### src/rtl/seg7_scan_display.sv
// ---------------------------------------------------------------------------
// seg7_scan_display
//
// Time-multiplexed, active-low seven-segment display controller.
// A free-running prescaler selects one digit at a time. Each digit is lit
// for 2^DIVIDE_BY clk cycles. The displayed value, the decimal points and
// the leading-zero enable come from a shadow register. That register
// reloads only at the frame boundary, so a frame never mixes old and new
// digits.
//
// Optional feature macro: SEG7_BRIGHTNESS_EN
//   When defined, a 4-bit duty input is added. Within each digit slot, the
//   anode is enabled only while the top four prescaler bits are below the
//   shadowed duty value.
//
// Ports
//   clk          board clock, rising edge
//   reset_n      asynchronous active-low reset
//   value        packed hex nibbles; nibble i drives digit i (digit 0 rightmost)
//   dp_in        per-digit decimal point request, active-high
//   lz_en        leading-zero suppression enable (shadowed)
//   blank        global blank, sampled live
//   duty         brightness duty 0..15 (only with SEG7_BRIGHTNESS_EN)
//   an           anode enables, active-low, one-cold
//   seg          segments {g,f,e,d,c,b,a}, active-low
//   dp           decimal point, active-low
//   frame_start  one-cycle pulse when the shadow register loads
// ---------------------------------------------------------------------------
module seg7_scan_display #(
    parameter int DIGITS    = 4,
    parameter int DIVIDE_BY = 17
) (
    input  logic                  clk,
    input  logic                  reset_n,
    input  logic [4*DIGITS-1:0]   value,
    input  logic [DIGITS-1:0]     dp_in,
    input  logic                  lz_en,
    input  logic                  blank,
`ifdef SEG7_BRIGHTNESS_EN
    input  logic [3:0]            duty,
`endif
    output logic [DIGITS-1:0]     an,
    output logic [6:0]            seg,
    output logic                  dp,
    output logic                  frame_start
);

    localparam int IDX_W = (DIGITS > 1) ? $clog2(DIGITS) : 1;
    localparam logic [IDX_W-1:0] LAST_IDX = IDX_W'(DIGITS - 1);

    // Hex to active-low segment pattern {g,f,e,d,c,b,a}
    function automatic logic [6:0] seg7_decode(input logic [3:0] nib);
        logic [6:0] s;
        case (nib)
            4'h0: s = 7'h40;
            4'h1: s = 7'h79;
            4'h2: s = 7'h24;
            4'h3: s = 7'h30;
            4'h4: s = 7'h19;
            4'h5: s = 7'h12;
            4'h6: s = 7'h02;
            4'h7: s = 7'h78;
            4'h8: s = 7'h00;
            4'h9: s = 7'h10;
            4'hA: s = 7'h08;
            4'hB: s = 7'h03;
            4'hC: s = 7'h46;
            4'hD: s = 7'h21;
            4'hE: s = 7'h06;
            default: s = 7'h0E;
        endcase
        return s;
    endfunction

    logic [DIVIDE_BY-1:0] cnt_p0;
    logic [IDX_W-1:0]     idx_p0;
    logic [4*DIGITS-1:0]  sh_val;
    logic [DIGITS-1:0]    sh_dp;
    logic                 sh_lz;
`ifdef SEG7_BRIGHTNESS_EN
    logic [3:0]           sh_duty;
`endif

    logic                 tick;
    logic                 frame_tick;
    logic [3:0]           nib;
    logic                 dp_req;
    logic                 suppress;
    logic                 zero_run;
    logic                 lit;
    logic [DIGITS-1:0]    an_next;
    logic [6:0]           seg_next;
    logic                 dp_next;

    assign tick       = &cnt_p0;
    assign frame_tick = tick && (idx_p0 == LAST_IDX);

    // ---- scan stage: select the current digit and decide what it shows ----
    always_comb begin
        nib      = 4'h0;
        dp_req   = 1'b0;
        suppress = 1'b0;
        // zero_run holds "all nibbles from the top down to i are zero".
        zero_run = 1'b1;
        for (int i = DIGITS - 1; i >= 0; i--) begin
            zero_run = zero_run & (sh_val[4*i +: 4] == 4'h0);
            if (idx_p0 == IDX_W'(i)) begin
                nib      = sh_val[4*i +: 4];
                dp_req   = sh_dp[i];
                suppress = sh_lz && (i != 0) && zero_run;
            end
        end

`ifdef SEG7_BRIGHTNESS_EN
        lit = (cnt_p0[DIVIDE_BY-1 -: 4] < sh_duty);
`else
        lit = 1'b1;
`endif

        if (blank || suppress) begin
            an_next  = '1;
            seg_next = 7'h7F;
            dp_next  = 1'b1;
        end else begin
            // Only the anode is gated by brightness; seg/dp stay driven.
            an_next  = lit ? ~(DIGITS'(1) << idx_p0) : '1;
            seg_next = seg7_decode(nib);
            dp_next  = ~dp_req;
        end
    end

    // ---- state and output register stage ----
    always_ff @(posedge clk or negedge reset_n) begin
        if (!reset_n) begin
            cnt_p0      <= '0;
            idx_p0      <= '0;
            sh_val      <= '0;
            sh_dp       <= '0;
            sh_lz       <= 1'b0;
`ifdef SEG7_BRIGHTNESS_EN
            sh_duty     <= 4'h0;
`endif
            an          <= '1;
            seg         <= 7'h7F;
            dp          <= 1'b1;
            frame_start <= 1'b0;
        end else begin
            cnt_p0      <= cnt_p0 + 1'b1;
            frame_start <= frame_tick;

            if (tick) begin
                if (idx_p0 == LAST_IDX) begin
                    idx_p0 <= '0;
                end else begin
                    idx_p0 <= idx_p0 + 1'b1;
                end
            end

            // Inputs are captured only at the frame boundary to avoid tearing.
            if (frame_tick) begin
                sh_val  <= value;
                sh_dp   <= dp_in;
                sh_lz   <= lz_en;
`ifdef SEG7_BRIGHTNESS_EN
                sh_duty <= duty;
`endif
            end

            an  <= an_next;
            seg <= seg_next;
            dp  <= dp_next;
        end
    end

endmodule
### config.mk
export PLATFORM = sky130hd
export DESIGN_NAME = seg7_scan_display
export DESIGN_NICKNAME = d
export VERILOG_FILES = /design/src/rtl/seg7_scan_display.sv
export SDC_FILE = /design/constraint.sdc
export NUM_CORES = 1
export LEC_CHECK = 0
export BUFFER_PORTS_ARGS = -buffer_cell sky130_fd_sc_hd__buf_2
export CORE_UTILIZATION = 55
export DETAILED_ROUTE_END_ITERATION = 12
export PLACE_DENSITY_LB_ADDON = 0.08
export SLEW_MARGIN = 20
export SYNTH_ARGS = -nofsm -noshare
export SYNTH_HDL_FRONTEND = slang
export SYNTH_SLANG_ARGS = --single-unit
### constraint.sdc
create_clock -name clk -period 6.2 [get_ports clk]
set_clock_uncertainty 0.15 [all_clocks]
set_input_delay 0.31 -clock clk [delete_from_list [all_inputs] [get_ports clk]]
set_output_delay 0.31 -clock clk [all_outputs]
set_load 0.005 [all_outputs]
==> results of run 1 <==
-- layer usage --
metal	wire, um	vias up
li1	-	807
met3	182	5
met1	1880	799
met2	2110	34
met5	0	-
met4	61	0
-- layout by cell type (no fill, tap or decap), types with 3 or more instances in the layout --
master    synthesis  routed
o31ai_1           3       3
nor2_1            5       5
o221ai_1          4       4
ha_1             12      12
dfrtp_1          41      41
nand3_1           9       9
o21ai_0           6       6
mux2_2           19      19
buf_2             3      36
a21oi_1           8       8
xnor2_1          10      10
inv_1            11      11
xor2_1            4       4
nor3_1            3       3
nand2_1          18      18
and4_1            3       3
nor2b_1           4       4
clkbuf_8          0       6
dfstp_2          12      12
-- worst max-delay path, cell delays in order, from the launching register on --
cell and delay, ns:
dfrtp_1 0.41, inv_1 0.11, ha_1 0.48, a21oi_1 0.17, nand3_1 0.12, a21oi_1 0.05, a21oi_1 0.78, o221ai_1 0.31
-- sequential cells by signal (all words and copies together), names as in the netlist --
name	count
dp	1
sh_dp	4
frame_start	1
sh_lz	1
cnt_p0	17
an	4
idx_p0	2
seg	7
sh_val	16
-- power by group through the flow --
stage | registers (mW) | clock network (mW) | logic, mW
6_report | 0.364 | 0.241 | 0.0405
5_1_grt | 0.365 | 0.260 | 0.0461
4_1_cts | 0.364 | 0.248 | 0.0415
3_5_place_dp | 0.370 | 0 | 0.0409
3_3_place_gp | 0.370 | 0 | 0.0402
2_1_floorplan | 0.370 | 0 | 0.0200
-- worst max path at each step --
stage | start | endpoint | slack (ns) | depth (start not counted)
final | idx_p0[1]$_DFFE_PN0P_ | seg[6]$_DFF_PN1_ | 3.48 | 7
after global routing | cnt_p0[0]$_DFF_PN0_ | sh_val[2]$_DFFE_PN0P_ | 3.11 | 9
after CTS | cnt_p0[0]$_DFF_PN0_ | sh_val[7]$_DFFE_PN0P_ | 3.45 | 7
after detailed placement | cnt_p0[0]$_DFF_PN0_ | sh_val[7]$_DFFE_PN0P_ | 3.47 | 7
after global placement | cnt_p0[0]$_DFF_PN0_ | sh_val[6]$_DFFE_PN0P_ | 3.51 | 7
after floorplan | idx_p0[0]$_DFFE_PN0P_ | seg[3]$_DFF_PN1_ | 4.01 | 9
-- cells by family (layout without fill, tap and decap cells) --
logic type / Yosys count / count (layout) / synth area share, %
fa+ha+maj: 12 / 12 / 5.99
flops: 53 / 53 / 53.5
buf+inv: 19 / 58 / 4.05
xor+xnor: 14 / 14 / 4.89
compound gates: 32 / 32 / 9.79
mux: 22 / 22 / 9.94
simple gates: 55 / 55 / 11.8
-- area by class of cell --
cell class	count	area, um2	share of cell area (%)
Clock buffer	6	82.6	2.92
Clock inverter	2	37.5	1.33
Inverter	12	45.0	1.59
Multi-Input combinational cell	135	1060	37.5
Sequential cell	53	1340	47.4
Tap cell	52	65.1	2.30
Timing Repair Buffer	38	198	6.98
-- through the flow --
step	area (um2)	setup WS (ns)	hold slack (ns)	cells	util (%)
finish	2830	3.48	0.0488	298	65.0
global route	2830	3.11	0.0666	298	65.0
CTS	2830	3.45	0.0434	298	65.0
detailed placement	2700	3.47	0.312	289	62.0
global placement	2700	3.51	0.310	289	62.0
floorplan	2500	4.01	-0.136	207	-
==> summary.md, run 1 <==
| Metric | Value |
|---|---|
| Post-CTS Setup Inserts | 0 |
| Top FF cell, synth | dfrtp_1 |
| Net Sw Power | about 0.14 mW |
| Origin of the critical flop-to-flop path | idx_p0[1]$_DFFE_PN0P_ |
| Worst skew pair latency | slightly above 0.3 ns |
| Reg2reg end | seg[6]$_DFF_PN1_ |
| Antenna-violating nets left | 0 |
| Number of global-route vias before repair | 1632 |
| Switch share | a little over a fifth |
| DP Wirelength | 3040 um |
| Arrival time worst endpoint | 2.74 ns |
| Gr busiest metal | met2 |
| Post-CTS Resized | 0 |
| Tmin final | ~2.7 ns |
| Worst Setup End Kind | flip-flop |
| Post-synthesis sequential area ratio | 53.5% |
| Yosys warning count | 0 |
| CTS tree | built |
| TNS Setup | 0 ns |
| Syn avg cell area | 12.1 um2 |
| GRT met2 Usage | 33.8% |
| Worst-Margin Slew | between 0.9 and 1 ns |
| Leakage Power | 1.30 nW |
| H-tree depth | 2 |
| DR WL/cell | 14.2 um |
| Placer Congestion | roughly 0.84 |
| Max rail drop VDD | roughly 0.17 mV |
| Synth top area cells | dfrtp_1 41%, dfstp_2 13%, mux2_2 8.5% |
| Global route overflow | 0 |
| Fillers | approximately 340 |
| PortBufs | 36 |
| Hold Path Sink | sh_val[5]$_DFFE_PN0P_ |
| GR Layer Usage met3 | 4.65% |
| DRC | 0 |
| Hold_buf cts | 1 |
| Pwr dens | 228 nW/um2 |
| P&R area growth vs syn | 13.0% |
| Row cnt | 24 |
| Synth top area share | 41.0% |
| Placeable Area | around 4400 um2 |
| RSZ-0062 raised after global routing | no |
| Period Utilization, post-route | a little over two fifths |
| Status | complete, no violations |
| Post-synth top cells | 41 x dfrtp_1, 19 x mux2_2, 18 x nand2_1 |
| Post-synth cell types | 42 |
| Instance count of the mapped netlist | about 210 |
| Post-synthesis cell area | roughly 2500 um2 |
| Worst hold path stage count | 3 |
| Reg-to-reg slack, setup | ~3.5 ns |
| Final Hold Violating Endpoints | 0 |
| Total power draw | about 0.65 mW |
| Sequential Power Share | between 50% and 60% |
| Final slew viol count | 0 |
| Root buffer cell | clkbuf_8 |
| Initial antenna violation count | 0 |
| Largest net degree at the start of global routing | 54 |
| Initial Util | between 50% and 60% |
| GR Util met1 | a little under a quarter |
| Total Routing Usage GR | 19.6% |
| Normalized max-slew margin | between 30% and 40% |
| Hold_sp | value[5] |
| 1st-pass router iterations | 4 |
| Top-count cell post-synth | dfrtp_1 |
| Fmax achieved | 368 MHz |
| Layout cells sized above 1 | around a third |
| Die Ht | ~69 um |
| CP max FO | 15 |
| Max cap viols | 0 |
| Post-Syn Nets | 243 |
| Die Wd | between 60 and 70 um |
| Critical path class | reg2reg |
| CP Launch Type | flip-flop |
| Global-route wire length before repair | 7350 um |
| FFs w/ async S/R, synth | 100% |
| Clock-pin slew on the worst setup and hold paths | 0.09 ns |
| Yosys reg bits | between 50 and 60 |
| Vias | approximately 1600 |
| Number of buffers created by CTS | 5 |
| Hold WC Path Type | in2reg |
| CP Data Required Time | a little over 6 ns |
| Clock network fraction of design power | 37.3% |
| Final #Nets | ~280 |
| Max clock buf depth | 2 |
| Ports | 37 |
| Die area | a little under 5000 um2 |
| Vias per std cell | 5.52 |
| Comb power frac | 6.3% |
| P_int | roughly 0.5 mW |
| Routed wire length | 4230 um |
| Top cell type by total area after synthesis | dfrtp_1 |
| Initial DRC Count | between 90 and 100 |
| Register-to-Register Path Depth | 7 |
| Clk sinks | 53 |
| Final setup violation count | 0 |
| EDFF count, synth | 0 |
| Ant diodes | 0 |
Power figures use the tool's default switching activity.
==> run 2: changes to the inputs <==
Settings changed: CORE_UTILIZATION 55 to 51.
Clock period 6.2 ns to 2.45 ns, I/O delays scaled along.
==> run 2 against run 1 <==
Compared with the run above: die area increased by 7.6%; combinational power increased to 3.3 times the previous value; non-clock buffer count increased by 33; critical path depth increased by 3; critical endpoint unchanged; largest cell class unchanged.
==> summary.md, run 2 (synthesis gave the netlist of run 1 again) <==
| Metric | Value |
|---|---|
| Max FFs per register | 17 (unchanged) |
| Die Wd | 72.1 um (was 69.5 um) |
| Placed cells | 316 (was 289) |
| CP max FO | 7 (was 15) |
| Largest net degree at the start of global routing | 35 (was 54) |
| Worst Setup End Kind | flip-flop (unchanged) |
| DP Area | 2820 um2 (was 2700 um2) |
| Placer Congestion | 0.774 (was 0.842) |
| CP Data Required Time | 2.51 ns (was 6.22 ns) |
| Critical path class | reg2reg (unchanged) |
| Worst skew pair latency | 0.30 ns (was 0.31 ns) |
| Most frequent cells in the layout | 41 x dfrtp_1, 36 x buf_2, 22 x dlygate4sd3_1, 19 x mux2_2, 18 x nand2_1 (was 41 x dfrtp_1, 36 x buf_2, 19 x mux2_2, 18 x nand2_1) |
| Max cap viols | 0 (unchanged) |
| Row cnt | 25 (was 24) |
| Post-CTS Setup Inserts | 0 (unchanged) |
| Vias per std cell | 5.03 (was 5.52) |
| Reg2reg end | seg[6]$_DFF_PN1_ (unchanged) |
| Final setup violation count | 0 (unchanged) |
| Max rail drop VDD | 0.327 mV (was 0.169 mV) |
| Tmin final | 2.31 ns (was 2.72 ns) |
| Routed wire length | 4460 um (was 4230 um) |
| Regs by FF count | cnt_p0 x17, sh_val x16, seg x7 (unchanged) |
| Clk sinks | 53 (unchanged) |
| Placeable Area | 4720 um2 (was 4350 um2) |
| Initial DRC Count | 71 (was 91) |
| Pwr dens | 512 nW/um2 (was 228 nW/um2) |
| CTS tree | built (unchanged) |
| H-tree depth | 2 (unchanged) |
| P&R area growth vs syn | 26.1% (was 13.0%) |
| Status | complete, no violations (unchanged) |
| 1st-pass router iterations | 4 (unchanged) |
| Clock-pin slew on the worst setup and hold paths | 0.09 ns (about the same) |
| Finished Layout Cells | 346 (was 298) |
| DR WL/cell | 12.9 um (was 14.2 um) |
| Die area | 5200 um2 (was 4830 um2) |
| Period Utilization, post-route | 94.4% (was 43.9%) |
| Final instance area | 3160 um2 (was 2830 um2) |
| Fmax achieved | 432 MHz (was 368 MHz) |
| Critical Path End | seg[6]$_DFF_PN1_ (unchanged) |
| DRC | 0 (unchanged) |
| Die Ht | 72.1 um (was 69.5 um) |
| Number of global-route vias before repair | 1830 (was 1632) |
| Ant diodes | 0 (unchanged) |
| Register-to-Register Path Depth | 10 (was 7) |
| Normalized max-slew margin | 70.0% (was 34.7%) |
| Largest register by flop count | cnt_p0 (unchanged) |
| Layout cells sized above 1 | 35.5% (was 34.6%) |
| Reg-to-reg slack, setup | 0.14 ns (was 3.48 ns) |
| DP Wirelength | 3180 um (was 3040 um) |
| Origin of the critical flop-to-flop path | idx_p0[0]$_DFFE_PN0P_ (was idx_p0[1]$_DFFE_PN0P_) |
| Hold WC Path Type | in2reg (unchanged) |
| Arrival time worst endpoint | 2.38 ns (was 2.74 ns) |
| Total power draw | 1.62 mW (was 0.645 mW) |
| Worst-Margin Slew | 0.449 ns (was 0.979 ns) |
| Leakage Power | 1.45 nW (was 1.30 nW) |
| Most common library cell in the layout ignoring fill and taps | dfrtp_1 (unchanged) |
| Global route overflow | 0 (unchanged) |
| Global-route wire length before repair | 7710 um (was 7350 um) |
| PortBufs | 36 (unchanged) |
| Total Routing Usage GR | 19.3% (was 19.6%) |
| Vias | 1741 (was 1645) |
| Root buffer cell | clkbuf_8 (unchanged) |
| Number of buffers created by CTS | 5 (unchanged) |
| Initial Util | 53.0% (was 57.5%) |
| Initial antenna violation count | 0 (unchanged) |
| Final slew viol count | 0 (unchanged) |
| CP Launch Type | flip-flop (unchanged) |
| TNS Setup | 0 ns (unchanged) |
| Ports | 37 (unchanged) |
| Critical Path Start | idx_p0[0]$_DFFE_PN0P_ (was idx_p0[1]$_DFFE_PN0P_) |
| Final Hold Violating Endpoints | 0 (unchanged) |
| Max clock buf depth | 2 (unchanged) |
| Final #Nets | 314 (was 281) |
| Antenna-violating nets left | 0 (unchanged) |
run 2: cell count changes in the layout (fill, tap and decap cells not counted):
cell,previous run,this run
dlygate4sd3_1,1,22
buf_4,1,12
ha_1,12,9
ha_2,0,3
buf_12,0,1
clkbuf_1,0,1
clkbuf_8,6,5
clkinv_2,0,1
clkinvlp_4,1,0
run 2: final cells by class:
cell class	instances	area (um2)
clock buffers	6	72.6
clock inverters	2	35.0
fillers	364	1570
inverters	12	45.0
multi-input cells	135	1070
flip-flops and latches	53	1340
well taps	67	83.8
repair buffers	71	510
run 2: worst min-delay path by stage:
stage                        from                    end  slack (ns)  cells past startpoint
after floorplan           reset_n    cnt_p0[0]$_DFF_PN0_       -0.32                      0
after global placement    reset_n  sh_val[7]$_DFFE_PN0P_       -0.06                      1
after detailed placement  reset_n  sh_val[7]$_DFFE_PN0P_       -0.06                      1
after CTS                   blank           dp$_DFF_PN1_        0.03                      4
after global routing        blank           dp$_DFF_PN1_        0.04                      4
final                       blank           dp$_DFF_PN1_        0.05                      4
run 2: layer usage:
metal	vias to the layer above	global-route usage (%)	part of all wire, %
met5	-	0	0
met4	0	7.84	1.7
met3	6	4.44	3.1
met2	35	34.2	49
met1	834	22.5	47
li1	866	-	-
run 2: critical path: stages (launching register included):
cell	delay [ns]
dfrtp_1	0.42
inv_1	0.10
ha_1	0.26
a21oi_1	0.19
o21ai_1	0.14
o22ai_4	0.21
inv_1	0.11
ha_1	0.22
nor2b_2	0.17
a21oi_1	0.11
o221ai_1	0.13
run 2: timing repair:
action,in CTS,in global routing
resized for setup,0,3
setup endpoints to repair,0,4
hold endpoints to repair,74,0
hold buffers,22,0
run 2: report_power, final:
group          internal, mW  switching, mW  total (mW)
clock network         0.303          0.259       0.562
logic                0.0763         0.0568       0.133
registers             0.907         0.0150       0.922
run 2: per-stage QoR:
stage | setup WS, ns | hold WS, ns | util [%]
after floorplan | 0.260 | -0.323 | -
after global placement | 0.184 | -0.0553 | 59.8
after detailed placement | 0.150 | -0.0580 | 59.8
after CTS | 0.113 | 0.0290 | 66.7
after global routing | -0.0179 | 0.0430 | 66.9
final | 0.136 | 0.0468 | 66.9
